==> config.mk <==
export PLATFORM = sky130hd
export DESIGN_NAME = imm_gen_pipe
export DESIGN_NICKNAME = d
export VERILOG_FILES = /design/src/rtl/imm_gen_pipe.sv
export SDC_FILE = /design/constraint.sdc
export NUM_CORES = 1
export LEC_CHECK = 0
export CELL_PAD_IN_SITES_DETAIL_PLACEMENT = 0
export CELL_PAD_IN_SITES_GLOBAL_PLACEMENT = 1
export CORE_MARGIN = 10
export CORE_UTILIZATION = 35
export DETAILED_ROUTE_END_ITERATION = 10
export DONT_BUFFER_PORTS = 1
export GPL_ROUTABILITY_DRIVEN = 0
export PLACE_DENSITY = 0.59
export SETUP_SLACK_MARGIN = 0.2
export SYNTH_ARGS = -nofsm -noshare
export SYNTH_HDL_FRONTEND = slang
export SYNTH_SLANG_ARGS = --single-unit
==> constraint.sdc <==
create_clock -name clk -period 4.6 [get_ports clk]
set_clock_uncertainty 0.15 [all_clocks]
set_input_delay 0.23 -clock clk [delete_from_list [all_inputs] [get_ports clk]]
set_output_delay 0.23 -clock clk [all_outputs]
set_load 0.05 [all_outputs]
==> src/rtl/imm_gen_pipe.sv <==
// Pipelined RISC-V immediate generator: decode/extend, then a main + skid entry with a registered in_ready.
// Optional macro IMM_GEN_ZICSR_EN: when defined, extop 111 decodes the CSR zimm field instead of reporting err.
module imm_gen_pipe #(
  parameter int XLEN  = 32,
  parameter int TAG_W = 32
) (
  input  logic             clk,
  input  logic             rst,
  input  logic             flush,
  input  logic             in_valid,
  output logic             in_ready,
  input  logic [31:0]      instr,
  input  logic [2:0]       extop,
  input  logic [TAG_W-1:0] tag_in,
  output logic             out_valid,
  input  logic             out_ready,
  output logic [XLEN-1:0]  imm,
  output logic [TAG_W-1:0] tag_out,
  output logic             err
);

  // Handshake: a word transfers on any edge where valid and ready are both high;
  // the producer holds its payload stable until then, and ready never depends on valid.

  localparam int SW = (XLEN == 32) ? 5 : 6;

  localparam logic [2:0] EXT_S     = 3'b001;
  localparam logic [2:0] EXT_I     = 3'b010;
  localparam logic [2:0] EXT_SHAMT = 3'b011;
  localparam logic [2:0] EXT_B     = 3'b100;
  localparam logic [2:0] EXT_U     = 3'b101;
  localparam logic [2:0] EXT_J     = 3'b110;

  logic [31:0]     field;
  logic            field_sx;
  logic [XLEN-1:0] ext_imm;
  logic            ext_err;
  logic            unused_opcode;

  assign unused_opcode = ^instr[6:0];

  always_comb begin
    field    = '0;
    field_sx = 1'b0;
    ext_err  = 1'b0;
    case (extop)
      EXT_I: begin
        field    = {{20{instr[31]}}, instr[31:20]};
        field_sx = 1'b1;
      end
      EXT_S: begin
        field    = {{20{instr[31]}}, instr[31:25], instr[11:7]};
        field_sx = 1'b1;
      end
      EXT_B: begin
        field    = {{19{instr[31]}}, instr[31], instr[7], instr[30:25], instr[11:8], 1'b0};
        field_sx = 1'b1;
      end
      EXT_U: begin
        field    = {instr[31:12], 12'h000};
        field_sx = 1'b1;
      end
      EXT_J: begin
        field    = {{11{instr[31]}}, instr[31], instr[19:12], instr[20], instr[30:21], 1'b0};
        field_sx = 1'b1;
      end
      EXT_SHAMT: begin
        field[SW-1:0] = instr[20 +: SW];
      end
`ifdef IMM_GEN_ZICSR_EN
      3'b111: begin
        field[4:0] = instr[19:15];
      end
`endif
      default: begin
        ext_err = 1'b1;
      end
    endcase
  end

  // Fill the upper XLEN bits from bit 31 for signed types, zero otherwise.
  always_comb begin
    ext_imm        = {XLEN{field_sx & field[31]}};
    ext_imm[31:0]  = field;
  end

  logic             out_valid_q, out_valid_d;
  logic [XLEN-1:0]  imm_q, imm_d;
  logic [TAG_W-1:0] tag_q, tag_d;
  logic             err_q, err_d;
  logic             skid_valid_q, skid_valid_d;
  logic [XLEN-1:0]  skid_imm_q, skid_imm_d;
  logic [TAG_W-1:0] skid_tag_q, skid_tag_d;
  logic             skid_err_q, skid_err_d;
  logic             accept;
  logic             drain;

  assign accept = in_valid & ~skid_valid_q;
  assign drain  = out_valid_q & out_ready;

  always_comb begin
    out_valid_d  = out_valid_q;
    imm_d        = imm_q;
    tag_d        = tag_q;
    err_d        = err_q;
    skid_valid_d = skid_valid_q;
    skid_imm_d   = skid_imm_q;
    skid_tag_d   = skid_tag_q;
    skid_err_d   = skid_err_q;
    if (flush) begin
      // Payload registers keep their value; only the valid bits are killed.
      out_valid_d  = 1'b0;
      skid_valid_d = 1'b0;
    end else if (!out_valid_q || drain) begin
      if (skid_valid_q) begin
        out_valid_d  = 1'b1;
        imm_d        = skid_imm_q;
        tag_d        = skid_tag_q;
        err_d        = skid_err_q;
        skid_valid_d = 1'b0;
      end else if (accept) begin
        out_valid_d = 1'b1;
        imm_d       = ext_imm;
        tag_d       = tag_in;
        err_d       = ext_err;
      end else begin
        out_valid_d = 1'b0;
      end
    end else if (accept) begin
      skid_valid_d = 1'b1;
      skid_imm_d   = ext_imm;
      skid_tag_d   = tag_in;
      skid_err_d   = ext_err;
    end
  end

  always_ff @(posedge clk or posedge rst) begin
    if (rst) begin
      out_valid_q  <= 1'b0;
      imm_q        <= '0;
      tag_q        <= '0;
      err_q        <= 1'b0;
      skid_valid_q <= 1'b0;
      skid_imm_q   <= '0;
      skid_tag_q   <= '0;
      skid_err_q   <= 1'b0;
    end else begin
      out_valid_q  <= out_valid_d;
      imm_q        <= imm_d;
      tag_q        <= tag_d;
      err_q        <= err_d;
      skid_valid_q <= skid_valid_d;
      skid_imm_q   <= skid_imm_d;
      skid_tag_q   <= skid_tag_d;
      skid_err_q   <= skid_err_d;
    end
  end

  assign in_ready  = ~skid_valid_q;
  assign out_valid = out_valid_q;
  assign imm       = imm_q;
  assign tag_out   = tag_q;
  assign err       = err_q;

endmodule

* Word level (Yosys, flattened, before mapping)
Index checks and enable logic that the tools add are counted.
** Word-level totals
- Register bits after elaboration :: 132
- Output and inout bits :: 67
** Cells by class
- Equality and inequality tests :: 6
- Muxes and demuxes :: 16
- Bitwise gates (word level) :: 5
- Reduce and logical (&&, ||, !) cells :: 10
** Operators with widths (count)
- $mux W32 :: 4
- $pmux W27 S4 :: 1
- $pmux W5 S4 :: 1
- $mux W1 :: 10
- $eq A3 B3 Y1 const B :: 3
- $eq A3 B2 Y1 const B :: 2
- $reduce_and A3 Y1 :: 2
- $reduce_or A6 Y1 :: 1
- $reduce_bool A2 Y1 :: 2
- $reduce_or A2 Y1 :: 2
- $eq A3 B1 Y1 const B :: 1
- $not A1 Y1 :: 3
- $reduce_bool A3 Y1 :: 1
- $and A1 B1 Y1 :: 2
- $logic_not A1 Y1 :: 1
- $logic_or A1 B1 Y1 :: 1

* Logic depth before layout (Yosys ltp)
- Depth in word-level cells :: 6
- Depth in mapped cells :: 7

* Least setup slack after synthesis
OpenSTA, ideal clock, no wires.
- Path kind :: register to register
- From :: register out_valid_q (netlist: out_valid)
- To :: register skid_err_q
- Setup time :: 0.125 ns
- Arrival :: 2.047 ns
- Data required time :: 4.325 ns
- Setup slack :: 2.278 ns
- Cell stages (with the launch flop) :: 7
- Path buffers :: 3
- Cell sequence :: dfrtp_1 or4b_1 buf_2 or2_1 buf_6 buf_6 mux2_4
** On the way
- Word-level cells in the longest chain between the ends :: 4
** Ends and longest elaborated chain
- from (decl) :: line 87 : logic out_valid_q, out_valid_d;
- from (signal assigned) :: line 148 : out_valid_q <= out_valid_d;
- $and A1 B1 Y1 / $logic_not A1 Y1 (equally long branches) :: line 99, 114
- $logic_or A1 B1 Y1 * :: line 114 : end else if (!out_valid_q || drain) begin
- $not A1 Y1 (no line) *
- $reduce_and A3 Y1 (no line) *
- to (signal assigned) :: line 155 : skid_err_q <= skid_err_d;
- to (decl) :: line 94 : logic skid_err_q, skid_err_d;
Every way passes the cells marked *; elsewhere a longest branch is shown, timed or not.
A chain may end at the register's enable or synchronous reset.

* Final worst setup path
- From :: register out_valid_q (netlist: out_valid)
- To :: register skid_tag_q[22]
** On the way
- Word-level cells in the longest chain between the ends :: 4
** Ends and longest elaborated chain
- $and A1 B1 Y1 / $logic_not A1 Y1 (equally long branches) :: line 99, 114
- $logic_or A1 B1 Y1 * :: line 114
- $not A1 Y1 (no line) *
- $reduce_and A3 Y1 (no line) *
- to (signal assigned) :: line 154 : skid_tag_q <= skid_tag_d;
- to (decl) :: line 93 : logic [TAG_W-1:0] skid_tag_q, skid_tag_d;
Marks and branches as above.

==> results.cfg <==
[run_status]
outcome = completed

[clock_network]
clock_path_buffers = 2
htreeDepth = 4
path_clk_slew_ns = 0.06
cts.sinks = 132
root_buffer = clkbuf_16
cts_tree = done
insertion_delay_ns = 0.41
numCtsBuffers = 17
cts_resized = 0

[die]
start_util_pct = 35.67
num_rows = 49
dieArea_mm2 = 0.02412
core_area_mm2 = 0.01796
ios = 139
die_h_um = 155.3
die_w_um = 155.3

[logic_synthesis]
synth_fp_nets = 637
yosysSeqAreaShare_pct = 51.55
yosysTopAreaCellShare_pct = 51.55
yosys-top-cells-count = 132 x dfrtp_1, 116 x o21ai_0, 51 x clkbuf_1, 50 x mux2i_1, 38 x mux2_4
yosys_warnings = 0
netlist_area_mm2 = 0.006407
synth_area_leaders = dfrtp_1 52%, o21ai_0 9.1%, mux2_4 8.9%
syn_inst = 565
synth_ff_type = dfrtp_1
ys_types = 39
yosysMostFrequentCell = dfrtp_1
ys_seq_elements = 132
synth_top_area_cell = dfrtp_1
avgSynthCellArea_um2 = 11.34
async_reset_ff_share_pct = 100.0
synth_edf_count = 0

[grt]
track_usage_pct = 15.42
antenna_found_initial = 0
grt_pass1_wl_um = 29310
grt_start_max_net_pins = 83
use_met3_pct = 6.617
use_met1_pct = 20.71
grt-ovfl-total = 0
busiest_layer = met2
grt_pass1_vias = 4827
grt_use_met2_pct = 21.59

[layout]
regArea_mm2 = 0.003304
synthToLayoutAreaGrowth_pct = 17.77
multi_input_area_mm2 = 0.002844
fill_cells = 1701
final_nets = 652
n_antenna_cell = 0
layout.cells.non_filler = 821
drive_gt1_share_pct = 15.03

[place]
dpl.cell_count = 741
io_buffer_count = 0
dp_hpwl_um = 11080

[drt]
drt_wl_total_um = 18600
initialDrtViolationCount = 260
postRouteAntennaNets = 0
vias = 4704
vias_per_cell = 5.730
drtPass1Iterations = 4
drc = 0
avgRoutedWirePerCell_um = 22.65

[timing]
rsz0062_at_grt = false
setup_viol = 0
period_share_pct = 66.98
finalSetupTns_ns = 0
hold_viol = 0
max_freq_mhz = 324.6
worst_slew_margin_rel_pct = 22.56
min_period_ns = 3.081
tightest_slew_ns = 1.162
slew_viol_final = 0

[setup_path]
cp-start-kind = flop
r2r_start = out_valid
cp-startpoint = out_valid
critical_path_class = flop to flop
worstPathArrival_ns = 3.23
end_kind = flop
cp.required_ns = 4.75
crit_fanout = 65
critPathMaxStageDelay_ns = 0.98
crit_slowest_cell = or2_4
path_cells = or4b_1 > or2_4 > mux2_2

[min_path]
min-delay-start = instr[24]
hp-class = input pin to flop

[run]
cap_viol_max_count = 0

[power_and_ir_drop]
peakVddDrop_uv = 265.1
p_per_area_mw_per_mm2 = 480.8
finalPower_mw = 3.628
leakage_nw = 3.207
[per-stage QoR]
stage / setup WS [ns] / utilization, % / cell area [um2] / hold slack (ns)
CTS: 1.367 / 42.01 / 7546 / 0.0003371
finish: 1.519 / 42.01 / 7546 / 0.02261
detailed placement: 1.400 / 36.21 / 6504 / 0.1331
floorplan: 0.6940 / - / 6407 / 0.1435
global route: 1.217 / 42.01 / 7546 / 0.01366
global placement: 1.385 / 36.21 / 6504 / 0.1177
[report_power, final]
part	internal, mW	switching [mW]
Sequential	1.38	0.496
Combinational	0.265	0.209
Clock	0.753	0.521
Total	2.40	1.23
[worst paths after layout]
kind,to,slack [ns],depth (start not counted)
max,skid_tag_q[22],1.52,3
min,skid_imm_q[4],0.02,3
max reg2reg,skid_tag_q[22],1.52,3
min reg2reg,skid_tag_q[25],0.35,1
max in group asynchronous,tag_out[25],2.79,3
min in group asynchronous,tag_out[10],0.29,2
[worst max-delay path: cells and delay by family, from the launching register on]
kind             cells  cell delay [ns]
flip-flops           1             0.60
multiplexers         1             0.42
AND/OR/NAND/NOR      2             1.70
[layout make-up]
| type | instances | area share (%) |
|---|---|---|
| sequential | 132 | 43.79 |
| multi-input combinational | 370 | 37.69 |
| clock buffer | 19 | 5.870 |
| clock inverter | 12 | 1.443 |
| tap | 229 | 3.797 |
| inverter | 3 | 0.2156 |
| timing repair buffer | 56 | 7.196 |
[timing repair]
action	in CTS	in global routing
hold buffers	49	0
setup buffers	0	0
hold endpoints to repair	171	0
[cells in the final DEF (no fill, tap or decap), types with 3 or more instances in the layout]
| cell | n |
|---|---|
| clkinvlp_4 | 5 |
| mux2_2 | 7 |
| mux2_4 | 38 |
| nor2b_1 | 3 |
| o2111ai_1 | 4 |
| o211ai_1 | 24 |
| nand2b_1 | 7 |
| o211a_1 | 8 |
| mux2i_1 | 50 |
| buf_4 | 7 |
| a31oi_1 | 14 |
| clkinv_2 | 3 |
| o21ai_0 | 116 |
| nand4_1 | 19 |
| a21oi_1 | 13 |
| o22a_1 | 10 |
| dfrtp_1 | 131 |
| a22o_1 | 14 |
| nand2_1 | 17 |
| clkbuf_16 | 17 |
| nor2_1 | 3 |
| o21a_1 | 4 |
| dlygate4sd3_1 | 49 |
[registers in the layout, summed over array words and instances (netlist names)]
name          count
skid_tag_q       32
skid_imm_q       32
err               1
skid_valid_q      1
skid_err_q        1
out_valid         1
imm              32
tag_out          32
[metal layers]
metal  up-vias  part of all wire, %  wire length, um
met4         0                  1.6              300
met1      2364                   44             8183
met3        18                   10             1905
li1       2144                    -                -
met5         -                    0                0
met2       178                   44             8208
[cells by family (layout without fill, tap and decap cells)]
group	count (synthesis)	after routing	share of synthesized area, %
AND/OR/NAND/NOR	61	61	5.507
multiplexers	95	95	17.95
XOR/XNOR	1	1	0.1367
flip-flops	132	132	51.55
AO/OA/AOI/OAI	213	213	20.54
buffers and inverters	63	90	4.315
(Power assumes the default switching activity.)
